===== config.mk =====
export PLATFORM = sky130hd
export DESIGN_NAME = matrix_feeder
export DESIGN_NICKNAME = d
export VERILOG_FILES = /design/src/rtl/matrix_feeder.sv
export SDC_FILE = /design/constraint.sdc
export NUM_CORES = 1
export LEC_CHECK = 0
export BUFFER_PORTS_ARGS = -buffer_cell sky130_fd_sc_hd__clkbuf_2
export CAP_MARGIN = 10
export CELL_PAD_IN_SITES_DETAIL_PLACEMENT = 2
export CELL_PAD_IN_SITES_GLOBAL_PLACEMENT = 2
export CORE_MARGIN = 3
export CORE_UTILIZATION = 41
export CTS_CLUSTER_DIAMETER = 30
export DETAILED_ROUTE_END_ITERATION = 10
export PLACE_DENSITY_LB_ADDON = 0.1
export SKIP_LAST_GASP = 1
export SYNTH_ARGS = -nofsm -noshare
export SYNTH_HDL_FRONTEND = slang
export SYNTH_SLANG_ARGS = --single-unit

===== constraint.sdc =====
create_clock -name clk -period 3.3 [get_ports clk]
set_clock_uncertainty 0.2 [all_clocks]
set_input_delay 0.495 -clock clk [delete_from_list [all_inputs] [get_ports clk]]
set_output_delay 0.495 -clock clk [all_outputs]
set_load 0.1 [all_outputs]

===== src/rtl/matrix_feeder.sv =====
`default_nettype none
// ============================================================================
// matrix_feeder : buffers A/B operand matrices and issues skewed wavefronts
// Revision      : 1.0  initial release
// ============================================================================
module matrix_feeder #(
  parameter int N      = 4,
  parameter int DW     = 8,
  parameter int PERIOD = 12
) (
  input  logic                   clk,
  input  logic                   rst_n,
  input  logic                   wr_en,
  input  logic                   wr_sel,
  input  logic [$clog2(N*N)-1:0] wr_addr,
  input  logic [DW-1:0]          wr_data,
  input  logic                   start,
  output logic [N*DW-1:0]        row_data,
  output logic [N*DW-1:0]        col_data,
  output logic                   feed_ready,
  output logic                   busy,
  output logic                   finished
);

  localparam int c_bw = $clog2(3*N-2);
  localparam int c_pw = $clog2(PERIOD);
  localparam logic [c_bw-1:0] c_beat_last = c_bw'(3*N-3);
  localparam logic [c_pw-1:0] c_per_last  = c_pw'(PERIOD-2);

  localparam logic [1:0] c_st_idle  = 2'd0;
  localparam logic [1:0] c_st_issue = 2'd1;
  localparam logic [1:0] c_st_wait  = 2'd2;
  localparam logic [1:0] c_st_fin   = 2'd3;

  logic [1:0]      state_q, state_d;
  logic [c_bw-1:0] beat_q, beat_d;
  logic [c_pw-1:0] per_q, per_d;
  logic [N*DW-1:0] row_q, row_d;
  logic [N*DW-1:0] col_q, col_d;
  logic            feed_ready_q, feed_ready_d;
  logic            busy_q, busy_d;
  logic            finished_q, finished_d;

  logic [DW-1:0]   a_mem_q [N*N];
  logic [DW-1:0]   a_mem_d [N*N];
  logic [DW-1:0]   b_mem_q [N*N];
  logic [DW-1:0]   b_mem_d [N*N];

  logic            wr_ok;
  logic [c_bw-1:0] next_beat;
  logic [N*DW-1:0] beat_row;
  logic [N*DW-1:0] beat_col;

  // Writes are blocked during reset so an asserted rst_n cannot corrupt the buffer.
  assign wr_ok = rst_n && wr_en && (state_q == c_st_idle) && (int'(wr_addr) < N*N);

  always_comb begin
    a_mem_d = a_mem_q;
    b_mem_d = b_mem_q;
    if (wr_ok) begin
      if (wr_sel) begin
        b_mem_d[wr_addr] = wr_data;
      end else begin
        a_mem_d[wr_addr] = wr_data;
      end
    end
  end

  assign next_beat = (state_q == c_st_idle) ? '0 : beat_q + 1'b1;

  // Beat data is taken from the post-write buffer so a same-cycle write reaches beat 0.
  always_comb begin
    beat_row = '0;
    beat_col = '0;
    for (int i = 0; i < N; i++) begin
      for (int d = 0; d < N; d++) begin
        if (int'(next_beat) == i + d) begin
          beat_row[i*DW +: DW] = a_mem_d[i*N + d];
          beat_col[i*DW +: DW] = b_mem_d[d*N + i];
        end
      end
    end
  end

  always_comb begin
    state_d = state_q;
    beat_d  = beat_q;
    per_d   = per_q;
    row_d   = row_q;
    col_d   = col_q;
    case (state_q)
      c_st_idle: begin
        if (start) begin
          state_d = c_st_issue;
          beat_d  = '0;
          row_d   = beat_row;
          col_d   = beat_col;
        end
      end
      c_st_issue: begin
        state_d = c_st_wait;
        per_d   = '0;
      end
      c_st_wait: begin
        if (per_q == c_per_last) begin
          per_d = '0;
          if (beat_q == c_beat_last) begin
            state_d = c_st_fin;
          end else begin
            state_d = c_st_issue;
            beat_d  = next_beat;
            row_d   = beat_row;
            col_d   = beat_col;
          end
        end else begin
          per_d = per_q + 1'b1;
        end
      end
      c_st_fin: begin
        state_d = c_st_idle;
        beat_d  = '0;
      end
      default: begin
        state_d = c_st_idle;
      end
    endcase
  end

  assign feed_ready_d = (state_d == c_st_issue);
  assign finished_d   = (state_d == c_st_fin);
  assign busy_d       = (state_d != c_st_idle);

  always_ff @(posedge clk) begin
    if (!rst_n) begin
      state_q      <= c_st_idle;
      beat_q       <= '0;
      per_q        <= '0;
      row_q        <= '0;
      col_q        <= '0;
      feed_ready_q <= 1'b0;
      busy_q       <= 1'b0;
      finished_q   <= 1'b0;
    end else begin
      state_q      <= state_d;
      beat_q       <= beat_d;
      per_q        <= per_d;
      row_q        <= row_d;
      col_q        <= col_d;
      feed_ready_q <= feed_ready_d;
      busy_q       <= busy_d;
      finished_q   <= finished_d;
    end
  end

  // Operand buffer survives reset.
  always_ff @(posedge clk) begin
    a_mem_q <= a_mem_d;
    b_mem_q <= b_mem_d;
  end

  assign row_data   = row_q;
  assign col_data   = col_q;
  assign feed_ready = feed_ready_q;
  assign busy       = busy_q;
  assign finished   = finished_q;

endmodule
`default_nettype wire


# Word level (Yosys, flattened, before mapping)
# Index checks and enable logic that the tools add are counted.
[totals]
register_bits = 333
wordCells = 131
out_inout_bits = 67
input_bits = 17
[op_classes]
magnitude_cmp = 2
n_reduce_logical = 11
bitwise_logic = 1
mux = 59
add_sub_neg = 2
eq_ne = 16
[op_table]
columns = ["op", "n"]
rows = [
  ["two-way mux 128 bit", 4],
  ["two-way mux 8 bit", 33],
  ["bitwise mux 128 bit", 2],
  ["two-way mux 32 bit", 6],
  ["one-hot mux 32 bit (2 select lines)", 2],
  ["demux 8 bit (select 4 bit)", 1],
  ["== test 4 bit, second input constant", 5],
  ["two-way mux 4 bit", 5],
  ["one-hot mux 4 bit (3 select lines)", 1],
  ["adder 4 x 1 -> 4 bit, second input constant", 2],
  ["== test 4 x 3 -> 1 bit, second input constant", 2],
  ["one-hot mux 2 bit (4 select lines)", 1],
  ["one-hot mux 4 bit (2 select lines)", 1],
  ["AND reduction 4 bit", 2],
  ["== test 2 bit, second input constant", 3],
  ["two-way mux 2 bit", 3],
  ["inequality test 2 bit, second input constant", 3],
  ["nonzero test 2 bit", 3],
  [">= comparator 5 bit, second input constant", 1],
  ["< comparator 5 x 1 -> 1 bit, second input constant", 1],
  ["NOT 4 -> 5 bit", 1],
  ["== test 2 x 1 -> 1 bit, second input constant", 2],
  ["== test 4 x 2 -> 1 bit, second input constant", 1],
  ["zero test 4 bit", 1],
  ["3 further kinds", 5],
]

# Depth between registers and ports, before layout
[logic_depth]
ltp_word = 15
mapped_depth = 10

# Worst setup path after synthesis
# Ideal clock, no wire load.
[synth_timing]
path_type = "input-to-reg"
start = "in wr_addr[2]"
end = "reg col_q[16] (netlist: col_data[16])"
t_arrival_ns = 2.270
path_slack_ns = 0.693
setup_ns = 0.137
cell_stages = 8
n_path_buf = 2
t_required_ns = 2.963
cell_sequence = "buf_2 > nand4b_1 > buf_6 > nor3_4 > mux2_4 > a311o_2 > a221oi_2 > nor4_2"
[synth_lines]
columns = ["item", "line_no", "source"]
rows = [
  ["from (decl)", "15", "input logic [$clog2(N*N)-1:0] wr_addr,"],
  ["to (signal assigned)", "148", "col_q <= col_d;"],
  ["to (decl)", "39", "logic [N*DW-1:0] col_q, col_d;"],
]

==> summary.txt <==
Crit path DAT -> 3.33 ns
Initial antenna violation count -> 1
Sequential share of the synthesized area -> 49.0%
Status -> complete, no violations
Post-synth top flop -> dfxtp_1
Largest net degree at the start of global routing -> 41
# DRC -> 0
Antenna-violating nets left -> 0
Mapped Cells -> 1221
DR vias/cell -> 5.65
VDD IR-drop max -> 0.453 mV
Die area -> 0.0354 sq mm
Gr usage total -> 27.9%
Skew-Pair Late Insertion Delay -> 0.59 ns
Core area -> 0.0326 sq mm
Mapped Nets -> 1245
CTS Buf Count -> 82
First-pass GRT wire length -> 76.6 mm
Yosys top cell by area -> dfxtp_1
Hold Startpoint -> start
Fin area -> 0.0175 sq mm
Reg2reg start -> state_q[0]
DIE WIDTH -> 188 um
Slew margin rel. -> 32.6%
H-tree depth -> 3
Worst reg-to-reg path cell count -> 8
Fin. max-slew vios -> 0
CTS tree -> yes
Initial core utilization -> 41.7%
Root buf cell -> clkbuf_16
IO buf count -> 83
Dpl hpwl -> 27.0 mm
Unrepaired setup endpoints after global routing -> no
Critical path launch point -> state_q[0]
Ys Warns -> 0
Critical path class -> reg -> reg
Number of diodes -> 0
Fin nets -> 1379
Area growth syn-to-layout -> 28.8%
Clock buffer depth -> 3
Leakage -> 7.36 nW
Setup crit end -> row_data[18]
Most frequent cell after synthesis -> dfxtp_1
CP Max Fanout -> 13
Mapped Area -> 0.0136 sq mm
Post-DP Area -> 0.0147 sq mm
Largest cells by area after synthesis -> dfxtp_1 49%, mux2_2 18%, a21oi_1 2.6%
Filler Cell Count -> 3151
Total gr overflow -> 0
Clock-pin slew on the worst setup and hold paths -> 0.05 ns
Min cycle time layout -> 3.07 ns
Maxcap violations -> 0
Routed WL -> 49.3 mm
Pwr per Cell Area -> 897 mW/mm^2
DR iter-0 viols -> 393
Setup crit end kind -> register
Gpl congestion -> 0.766
Startpoint Class -> register
Max Clk Rate -> 0.326 GHz
Hold_ws -> 0.226 ns
Vias in the first global route -> 12353
Mean Syn Cell Area -> 11.1 sq um
Die Ht -> 188 um
Final setup fails -> 0
Yosys cell types -> 61
Sink Count -> 333
Synth cell count leaders -> 333 x dfxtp_1, 222 x mux2_2, 72 x a21oi_1, 61 x clkbuf_1, 50 x nor2_1
Async S/R FF share, synth -> 0%
FF-to-FF End -> row_data[18]
Reg-to-reg setup timing slack -> 0.23 ns
Share of cells above drive strength 1 -> 41.5%
Vias -> 10518
CP Data Required Time -> 3.56 ns
#FFs+latches synth -> 333
Min-Delay Path Class -> in -> reg
Sum Neg Setup Slack -> 0 ns
Ports -> 84
Final period util -> 93.0%
Wire per inst -> 26.5 um
Post-synth top area share -> 49.0%
Hold Vio Cnt, Final -> 0
Worst-Margin Slew -> 1.01 ns
Post-synth EDFFs -> 0
Hold path depth -> 5
Pre-antenna DRT Iters -> 5
Rows -> 66
[through the flow]
stage | std cells | power (mW) | util [%] | worst slack [ns]
2_1_floorplan | 1221 | 6.83 | - | 0.693
3_5_place_dp | 1713 | 7.49 | 45.1 | 0.125
3_3_place_gp | 1713 | 7.40 | 45.1 | 0.222
4_1_cts | 1863 | 15.8 | 53.7 | 0.00801
5_1_grt | 1863 | 16.3 | 53.7 | 0.0451
6_report | 1863 | 15.7 | 53.7 | 0.231
[cells by family (layout without fill, tap and decap cells)]
kind of cell	count (synthesis)	count (layout)	synth area share, %
flip-flops	333	333	49.0
multiplexers	263	263	21.8
AO/OA/AOI/OAI	220	220	11.6
adder cells (fa/ha/maj)	7	7	0.644
AND/OR/NAND/NOR	270	270	13.0
buffers and inverters	128	328	4.03
[worst min path at each step]
stage / endpoint / slack (ns)
6_report: state_q[0] / 0.23
3_3_place_gp: a_mem_q[13] / 0.23
4_1_cts: state_q[0] / 0.23
3_5_place_dp: b_mem_q[34] / 0.25
2_1_floorplan: a_mem_q[10] / 0.22
5_1_grt: col_data[19] / 0.27
[cells in the final DEF, fill, tap and decap left out, types with 12 or more instances in the layout]
| cell type | netlist | routed |
|---|---|---|
| dfxtp_1 | 333 | 333 |
| mux2_2 | 222 | 222 |
| clkbuf_16 | 0 | 84 |
| clkbuf_2 | 0 | 83 |
| a21oi_1 | 72 | 72 |
| buf_4 | 3 | 62 |
| nor2_1 | 50 | 48 |
| nand3_1 | 47 | 47 |
| nand2_1 | 36 | 35 |
| o21ai_0 | 37 | 35 |
| inv_1 | 30 | 30 |
| mux2i_1 | 30 | 30 |
| a221oi_1 | 18 | 18 |
| nor4_1 | 18 | 18 |
| a22o_1 | 16 | 16 |
| clkinv_2 | 0 | 16 |
| o32a_1 | 13 | 13 |
| clkinvlp_4 | 0 | 13 |
| nand2b_1 | 12 | 12 |
| nor3_2 | 11 | 12 |
| nor3_4 | 11 | 12 |
| a211oi_1 | 12 | 12 |
| nor3_1 | 14 | 12 |
[worst max-delay path, cell delays in order, from the launching register on]
cell      delay (ns)
dfxtp_1         0.34
inv_1           0.10
ha_2            0.36
nand4b_4        0.29
buf_4           0.29
or3_1           0.61
mux2_4          0.41
a221oi_2        0.25
nor3_1          0.09
[layer usage]
layer / GRT usage, % / wire [um] / vias up
met5: 0 / 20 / -
met4: 9.06 / 1300 / 2
met3: 5.53 / 2100 / 96
met2: 49.3 / 24900 / 251
met1: 34.0 / 21000 / 5403
li1: - / - / 4766
[repair_timing]
action / in CTS / in global routing
setup buffers: 0 / 0
hold buffers: 0 / 0
setup endpoints to repair: 0 / 31
gates resized for setup: 0 / 3
[report_power, final]
group	switching (mW)	internal, mW
registers	0.218	4.57
clock network	2.65	5.54
logic	2.00	0.739
total	4.87	10.9
[layout make-up]
type / instances / area (sq um) / share of cell area, %
Inverter: 30 / 113 / 0.643
Clock inverter: 48 / 554 / 3.16
Multi-Input combinational cell: 760 / 6450 / 36.8
Tap cell: 442 / 553 / 3.16
Clock buffer: 102 / 2250 / 12.8
Timing Repair Buffer: 148 / 941 / 5.37
Sequential cell: 333 / 6670 / 38.0
[state kept, by name, indices dropped and copies added, names as in the netlist]
name and flops:
feed_ready 1, beat_q 4, col_data 32, finished 1, b_mem_q 128, a_mem_q 128, row_data 32, state_q 2
busy 1, per_q 4
Power figures use the tool's default switching activity.
